File: config.mk
export PLATFORM = sky130hd
export DESIGN_NAME = reg_bank_arbiter_flat
export DESIGN_NICKNAME = d
export VERILOG_FILES = /design/src/rtl/reg_bank_arbiter_pkg.sv /design/src/rtl/reg_bank_arbiter_if.sv /design/src/rtl/reg_bank_arbiter_rr_arbiter.sv /design/src/rtl/reg_bank_arbiter.sv /design/src/flat_wrapper.sv
export SDC_FILE = /design/constraint.sdc
export NUM_CORES = 1
export LEC_CHECK = 0
export ABC_AREA = 1
export CORE_ASPECT_RATIO = 0.9
export CORE_MARGIN = 2
export CORE_UTILIZATION = 35
export CTS_BUF_LIST = sky130_fd_sc_hd__clkbuf_4
export DETAILED_ROUTE_END_ITERATION = 10
export PLACE_DENSITY_LB_ADDON = 0.12
export RECOVER_POWER = 100
export SLEW_MARGIN = 20
export SYNTH_ARGS = -nofsm -noshare
export SYNTH_HDL_FRONTEND = slang
export SYNTH_HIERARCHICAL = 1
export SYNTH_SLANG_ARGS = --single-unit
File: constraint.sdc
create_clock -name clk -period 3.9 [get_ports clk]
set_clock_uncertainty 0.2 [all_clocks]
set_input_delay 0.39 -clock clk [delete_from_list [all_inputs] [get_ports clk]]
set_output_delay 0.39 -clock clk [all_outputs]
set_load 0.01 [all_outputs]
File: src/rtl/reg_bank_arbiter_pkg.sv
// Shared types and width helpers for the round-robin register-bank arbiter.
package reg_bank_pkg;

    typedef enum logic [1:0] {
        IDLE   = 2'd0,
        ACCESS = 2'd1,
        RESP   = 2'd2
    } state_t;

    localparam int DEF_NUM_REQ  = 4;
    localparam int DEF_NUM_REGS = 4;
    localparam int DEF_DATA_W   = 4;

    // Requester ID width; never narrower than one bit.
    function automatic int ID_W(input int num_req);
        return (num_req > 1) ? $clog2(num_req) : 1;
    endfunction

    function automatic int ADDR_W(input int num_regs);
        return (num_regs > 1) ? $clog2(num_regs) : 1;
    endfunction

endpackage

File: src/rtl/reg_bank_arbiter_if.sv
// Requester-side bus of the register-bank arbiter.
// REG_ARB_LOCK_EN adds the per-requester lock vector.
interface reg_bank_arbiter_if
    import reg_bank_pkg::*;
#(
    parameter int NUM_REQ  = DEF_NUM_REQ,
    parameter int NUM_REGS = DEF_NUM_REGS,
    parameter int DATA_W   = DEF_DATA_W
);
    localparam int IDW = ID_W(NUM_REQ);
    localparam int AW  = ADDR_W(NUM_REGS);

    logic [NUM_REQ-1:0]        req;
    logic [NUM_REQ-1:0]        we;
    logic [NUM_REQ*AW-1:0]     addr;
    logic [NUM_REQ*DATA_W-1:0] wdata;
`ifdef REG_ARB_LOCK_EN
    logic [NUM_REQ-1:0]        lock;
`endif
    logic [NUM_REQ-1:0]        gnt;
    logic [DATA_W-1:0]         rdata;
    logic                      rvalid;
    logic [IDW-1:0]            rid;
    logic                      busy;

    modport master (
`ifdef REG_ARB_LOCK_EN
        output lock,
`endif
        output req, we, addr, wdata,
        input  gnt, rdata, rvalid, rid, busy
    );

    modport slave (
`ifdef REG_ARB_LOCK_EN
        input  lock,
`endif
        input  req, we, addr, wdata,
        output gnt, rdata, rvalid, rid, busy
    );

endinterface

File: src/rtl/reg_bank_arbiter_rr_arbiter.sv
// Combinational round-robin picker: first active request above last_winner, wrapping.
module rr_arbiter
    import reg_bank_pkg::*;
#(
    parameter int NUM_REQ = DEF_NUM_REQ,
    localparam int IDW    = ID_W(NUM_REQ)
) (
    input  logic [NUM_REQ-1:0] req,
    input  logic [IDW-1:0]     last_winner,
    output logic [IDW-1:0]     winner,
    output logic               valid
);

    logic [IDW-1:0]     cand [NUM_REQ];
    logic [NUM_REQ-1:0] hit;

    generate
        for (genvar gi = 0; gi < NUM_REQ; gi++) begin : g_cand
            // Candidate at distance gi+1 above last_winner, modulo NUM_REQ.
            logic [IDW:0] sum;
            assign sum       = {1'b0, last_winner} + (IDW+1)'(gi + 1);
            assign cand[gi]  = (sum >= (IDW+1)'(NUM_REQ)) ? IDW'(sum - (IDW+1)'(NUM_REQ))
                                                         : sum[IDW-1:0];
            assign hit[gi]   = req[cand[gi]];
        end
    endgenerate

    always_comb begin
        winner = '0;
        valid  = 1'b0;
        for (int k = NUM_REQ - 1; k >= 0; k--) begin
            if (hit[k]) begin
                winner = cand[k];
                valid  = 1'b1;
            end
        end
    end

endmodule

File: src/rtl/reg_bank_arbiter.sv
// Round-robin sequencer owning a small register bank; one access per IDLE/ACCESS/RESP pass.
// Optional REG_ARB_LOCK_EN lets a locked winner chain straight from RESP back to ACCESS.
module reg_bank_arbiter
    import reg_bank_pkg::*;
#(
    parameter int NUM_REQ  = DEF_NUM_REQ,
    parameter int NUM_REGS = DEF_NUM_REGS,
    parameter int DATA_W   = DEF_DATA_W
) (
    input  logic                       clk,
    input  logic                       reset,
    reg_bank_arbiter_if.slave          bus,
    output logic [NUM_REGS*DATA_W-1:0] bank_q
);

    localparam int IDW = ID_W(NUM_REQ);
    localparam int AW  = ADDR_W(NUM_REGS);
    localparam logic [NUM_REQ-1:0] GNT_ONE = {{(NUM_REQ-1){1'b0}}, 1'b1};

    logic [AW-1:0]     addr_arr  [NUM_REQ];
    logic [DATA_W-1:0] wdata_arr [NUM_REQ];
    logic [DATA_W-1:0] bank_reg  [NUM_REGS];

    generate
        for (genvar gi = 0; gi < NUM_REQ; gi++) begin : g_unpack
            assign addr_arr[gi]  = bus.addr[gi*AW +: AW];
            assign wdata_arr[gi] = bus.wdata[gi*DATA_W +: DATA_W];
        end
        for (genvar gi = 0; gi < NUM_REGS; gi++) begin : g_bank_q
            assign bank_q[gi*DATA_W +: DATA_W] = bank_reg[gi];
        end
    endgenerate

    state_t             state_reg;
    logic [IDW-1:0]     last_winner_reg;
    logic [IDW-1:0]     op_id_reg;
    logic               op_we_reg;
    logic [AW-1:0]      op_addr_reg;
    logic [DATA_W-1:0]  op_wdata_reg;
    logic               locked_reg;
    logic [NUM_REQ-1:0] gnt_reg;
    logic               rvalid_reg;
    logic [DATA_W-1:0]  rdata_reg;
    logic [IDW-1:0]     rid_reg;

    logic [IDW-1:0]     arb_winner;
    logic               arb_valid;
    logic               lock_hit;

    rr_arbiter #(.NUM_REQ(NUM_REQ)) u_rr_arbiter (
        .req         (bus.req),
        .last_winner (last_winner_reg),
        .winner      (arb_winner),
        .valid       (arb_valid)
    );

`ifdef REG_ARB_LOCK_EN
    assign lock_hit = bus.lock[op_id_reg] & bus.req[op_id_reg];
`else
    assign lock_hit = 1'b0;
`endif

    always_ff @(posedge clk or negedge reset) begin
        if (!reset) begin
            state_reg       <= IDLE;
            last_winner_reg <= IDW'(NUM_REQ - 1);
            op_id_reg       <= '0;
            op_we_reg       <= 1'b0;
            op_addr_reg     <= '0;
            op_wdata_reg    <= '0;
            locked_reg      <= 1'b0;
            gnt_reg         <= '0;
            rvalid_reg      <= 1'b0;
            rdata_reg       <= '0;
            rid_reg         <= '0;
            for (int i = 0; i < NUM_REGS; i++) begin
                bank_reg[i] <= '0;
            end
        end else begin
            case (state_reg)
                IDLE: begin
                    gnt_reg    <= '0;
                    rvalid_reg <= 1'b0;
                    if (arb_valid) begin
                        op_id_reg    <= arb_winner;
                        op_we_reg    <= bus.we[arb_winner];
                        op_addr_reg  <= addr_arr[arb_winner];
                        op_wdata_reg <= wdata_arr[arb_winner];
                        locked_reg   <= 1'b0;
                        gnt_reg      <= GNT_ONE << arb_winner;
                        state_reg    <= ACCESS;
                    end
                end
                ACCESS: begin
                    gnt_reg <= '0;
                    if (op_we_reg) begin
                        bank_reg[op_addr_reg] <= op_wdata_reg;
                    end else begin
                        rdata_reg  <= bank_reg[op_addr_reg];
                        rid_reg    <= op_id_reg;
                        rvalid_reg <= 1'b1;
                    end
                    // A locked re-grant keeps the rotation pointer where arbitration left it.
                    if (!locked_reg) begin
                        last_winner_reg <= op_id_reg;
                    end
                    state_reg <= RESP;
                end
                RESP: begin
                    rvalid_reg <= 1'b0;
                    if (lock_hit) begin
                        op_we_reg    <= bus.we[op_id_reg];
                        op_addr_reg  <= addr_arr[op_id_reg];
                        op_wdata_reg <= wdata_arr[op_id_reg];
                        locked_reg   <= 1'b1;
                        gnt_reg      <= GNT_ONE << op_id_reg;
                        state_reg    <= ACCESS;
                    end else begin
                        state_reg <= IDLE;
                    end
                end
                default: begin
                    state_reg <= IDLE;
                end
            endcase
        end
    end

    assign bus.gnt    = gnt_reg;
    assign bus.rvalid = rvalid_reg;
    assign bus.rdata  = rdata_reg;
    assign bus.rid    = rid_reg;
    assign bus.busy   = (state_reg != IDLE);

endmodule
File: src/flat_wrapper.sv
// flat-port wrapper written by rule: the top's interface ports become plain ports
module reg_bank_arbiter_flat import reg_bank_pkg::*;
#(
    parameter int NUM_REQ  = DEF_NUM_REQ,
    parameter int NUM_REGS = DEF_NUM_REGS,
    parameter int DATA_W   = DEF_DATA_W
)
  (clk, reset, bank_q, bus_req, bus_we, bus_addr, bus_wdata, bus_gnt, bus_rdata, bus_rvalid, bus_rid, bus_busy);
  reg_bank_arbiter_if #(.NUM_REQ(NUM_REQ), .NUM_REGS(NUM_REGS), .DATA_W(DATA_W)) bus_i ();
  input  logic clk;
  input  logic reset;
  output logic [NUM_REGS*DATA_W-1:0] bank_q;
  input wire logic [$bits(bus_i.req)-1:0] bus_req;
  input wire logic [$bits(bus_i.we)-1:0] bus_we;
  input wire logic [$bits(bus_i.addr)-1:0] bus_addr;
  input wire logic [$bits(bus_i.wdata)-1:0] bus_wdata;
  output wire logic [$bits(bus_i.gnt)-1:0] bus_gnt;
  output wire logic [$bits(bus_i.rdata)-1:0] bus_rdata;
  output wire logic [$bits(bus_i.rvalid)-1:0] bus_rvalid;
  output wire logic [$bits(bus_i.rid)-1:0] bus_rid;
  output wire logic [$bits(bus_i.busy)-1:0] bus_busy;
  assign bus_i.req = bus_req;
  assign bus_i.we = bus_we;
  assign bus_i.addr = bus_addr;
  assign bus_i.wdata = bus_wdata;
  assign bus_gnt = bus_i.gnt;
  assign bus_rdata = bus_i.rdata;
  assign bus_rvalid = bus_i.rvalid;
  assign bus_rid = bus_i.rid;
  assign bus_busy = bus_i.busy;
  reg_bank_arbiter #(.NUM_REQ(NUM_REQ), .NUM_REGS(NUM_REGS), .DATA_W(DATA_W)) u_core (.clk(clk), .reset(reset), .bus(bus_i), .bank_q(bank_q));
endmodule
==> results.cfg <==
[run_status]
outcome = finished with violations
violations = capacitance limit, slew limit

[global_route]
grt_max_degree = 41
gr-usage-all-layers_pct = 15.62
grt_pass1_vias = 1958
grt_overflow = 0
antenna_found_initial = 0
grt_pass1_wl_um = 8583

[min_path]
holdPathStages = 2
hp-class = reg2reg

[finish]
drive_gt1_share_pct = 5.291
largest_reg_flops = 16
fillers = 665
syn_to_final_growth_pct = 30.12
fin_nets = 411
num_antenna_cells = 0

[sta]
fmax_mhz = 341.6
finalCritPeriodShare_pct = 75.05
relSlewSlack_pct = -39.60
period_minus_slack_ns = 2.927
setup_viol = 0
finalHoldViolCount = 0
slew_viol_final = 41
setup_tns_ns = 0
rsz0062_at_grt = false
tightest_slew_ns = 2.094

[detailed_routing]
routed-via-count = 2037
postRouteAntennaNets = 0
first_pass_iters = 4
drt_iter0_markers = 74
via_per_inst = 4.381
wl_per_cell_um = 10.88
drc = 0
wirelength_um = 5059

[clock_network]
insertion_delay_ns = 0.34
clkTransAtPathRegs_ns = 0.12
tritoncts = done
cts_buffer_depth = 2
cts_made_buffers = 5
cts_root_buffer = clkbuf_4
clock-sinks = 40
postCtsSetupBuffers = 0
cts_max_level = 2

[yosys]
syn_area_um2 = 2210
yosysMostFrequentCell = nand2_1
synth_top_area_share_pct = 43.04
yosysSeqAreaShare_pct = 45.41
synth_cell_types = 23
synth_nets = 350
synth_warnings = 6
ys_seq_elements = 40
ys.flop_type = dfrtp_1
ys_async_sr_fraction_pct = 100.0
synth.top_cells.by_count = nand2_1, dfrtp_1, o21ai_1
syn_inst = 316
synth_edf_count = 0
synthTopCellsByArea = dfrtp_1, nand2_1, o21ai_1
synth.avg_cell_area_um2 = 6.992
synth_top_cell_by_area = dfrtp_1

[die]
fp.dieH_um = 79.38
die_area_um2 = 6966
io_pins = 62
die_w_um = 87.76
row_count = 27
start_util_pct = 36.14
core-area_um2 = 6115

[job]
drv_cap = 1

[placed_design]
place_congestion = 0.8168
dp_hpwl_um = 3839
io_buffers = 61

[setup_path]
crit_chain = clkinvlp_2 > nand2_2 > nand2_1 > and2_4 > nor2_2 > nand3_1 > nand2_1 > inv_4 > nand2_1 > nand2_1 > nand2_1 > nand2_1 > nand2_1 > nand2_1
slowest_stage = dfstp_1
max_stage_delay_ns = 0.72
start_kind = flop
required_ns = 3.94
crit_top_cell = nand2_1
crit_arrival_ns = 2.97
crit_path_end_kind = flop
reg2regPathDepth = 14
path_class = reg2reg
path_max_fanout = 17

[pwr]
p_leak_nw = 1.564
p_per_area_nw_per_um2 = 765.4
ir_drop_mv = 0.3004
power_mw = 2.201
## what timing repair did
item	CTS	global route
endpoints found under the hold margin	38	0
resized for setup	0	0
hold buffers	1	0
## kinds of logic (layout without fill, tap and decap cells)
family,count (synthesis),in the layout,synth area share (%)
compound gates,27,27,6.285
buf+inv,33,95,7.531
flops,40,40,45.41
simple gates,216,216,40.77
## cells in the final DEF, fill, tap and decap left out
master             n
o21ai_0           18
nor2_2             1
dfstp_1            1
clkbuf_1           1
nand2_1          200
clkbuf_4           6
nor2_1             6
o21ai_2            1
dfrtp_1           38
clkinv_1           1
inv_4              1
clkinvlp_2         1
nand2_2            3
bufinv_16          1
inv_1             19
dfstp_2            1
nand3_1            5
and2_4             1
clkdlybuf4s50_1   32
dlygate4sd3_1     29
clkinv_2           1
inv_2              3
o21ai_1            8
## path summary, 6_finish.rpt
kind	from	endpoint	slack, ns
max	u_core/last_winner_reg[0]	u_core/op_wdata_reg[0]	0.97
min	u_core/bus.rid[1]	u_core/bus.rid[1]	0.29
max reg2reg	u_core/last_winner_reg[0]	u_core/op_wdata_reg[0]	0.97
min reg2reg	u_core/bus.rid[1]	u_core/bus.rid[1]	0.29
max in group asynchronous	reset	u_core/bank_q[12]	1.33
min in group asynchronous	reset	u_core/bus.gnt[1]	0.97
## layout make-up
class / count / area (um2) / area share, %
inverter: 25 / 97.59 / 3.394
multi-input combinational: 243 / 970.9 / 33.77
clock buffer: 6 / 45.04 / 1.567
sequential: 40 / 1003 / 34.90
tap: 87 / 108.9 / 3.786
clock inverter: 2 / 35.03 / 1.218
timing repair buffer: 62 / 614.3 / 21.37
## critical path, delay by kind of cell (launching register included)
family / cells / cell delay [ns]
DFF: 1 / 0.72
and+or+nand+nor: 12 / 1.33
buffers and inverters: 2 / 0.56
## layer usage
metal / up-vias / global-route usage [%] / routed length, um
met3: 4 / 3.206 / 182
li1: 1084 / - / -
met1: 918 / 19.48 / 2431
met2: 31 / 26.89 / 2406
met4: 0 / 5.077 / 39
met5: - / 0 / 0
## metrics by stage
| step | hold slack (ns) | worst slack (ns) | utilization (%) | instance area, um2 | std cells |
|---|---|---|---|---|---|
| after global placement | 0.2677 | 1.275 | 46.80 | 2861 | 456 |
| final | 0.2877 | 0.9730 | 47.02 | 2875 | 465 |
| after floorplan | -0.1056 | 1.889 | - | 2210 | 316 |
| after global routing | 0.3060 | 0.6049 | 47.02 | 2875 | 465 |
| after CTS | 0.2970 | 1.412 | 48.27 | 2952 | 465 |
| after detailed placement | 0.2693 | 1.221 | 46.80 | 2861 | 456 |
## power by group
group          switching [mW]  leakage [nW]  internal [mW]
Clock                   0.132        0.0456          0.141
Combinational           0.745          1.00          0.454
Sequential              0.144         0.514          0.585
(Power assumes the default switching activity.)
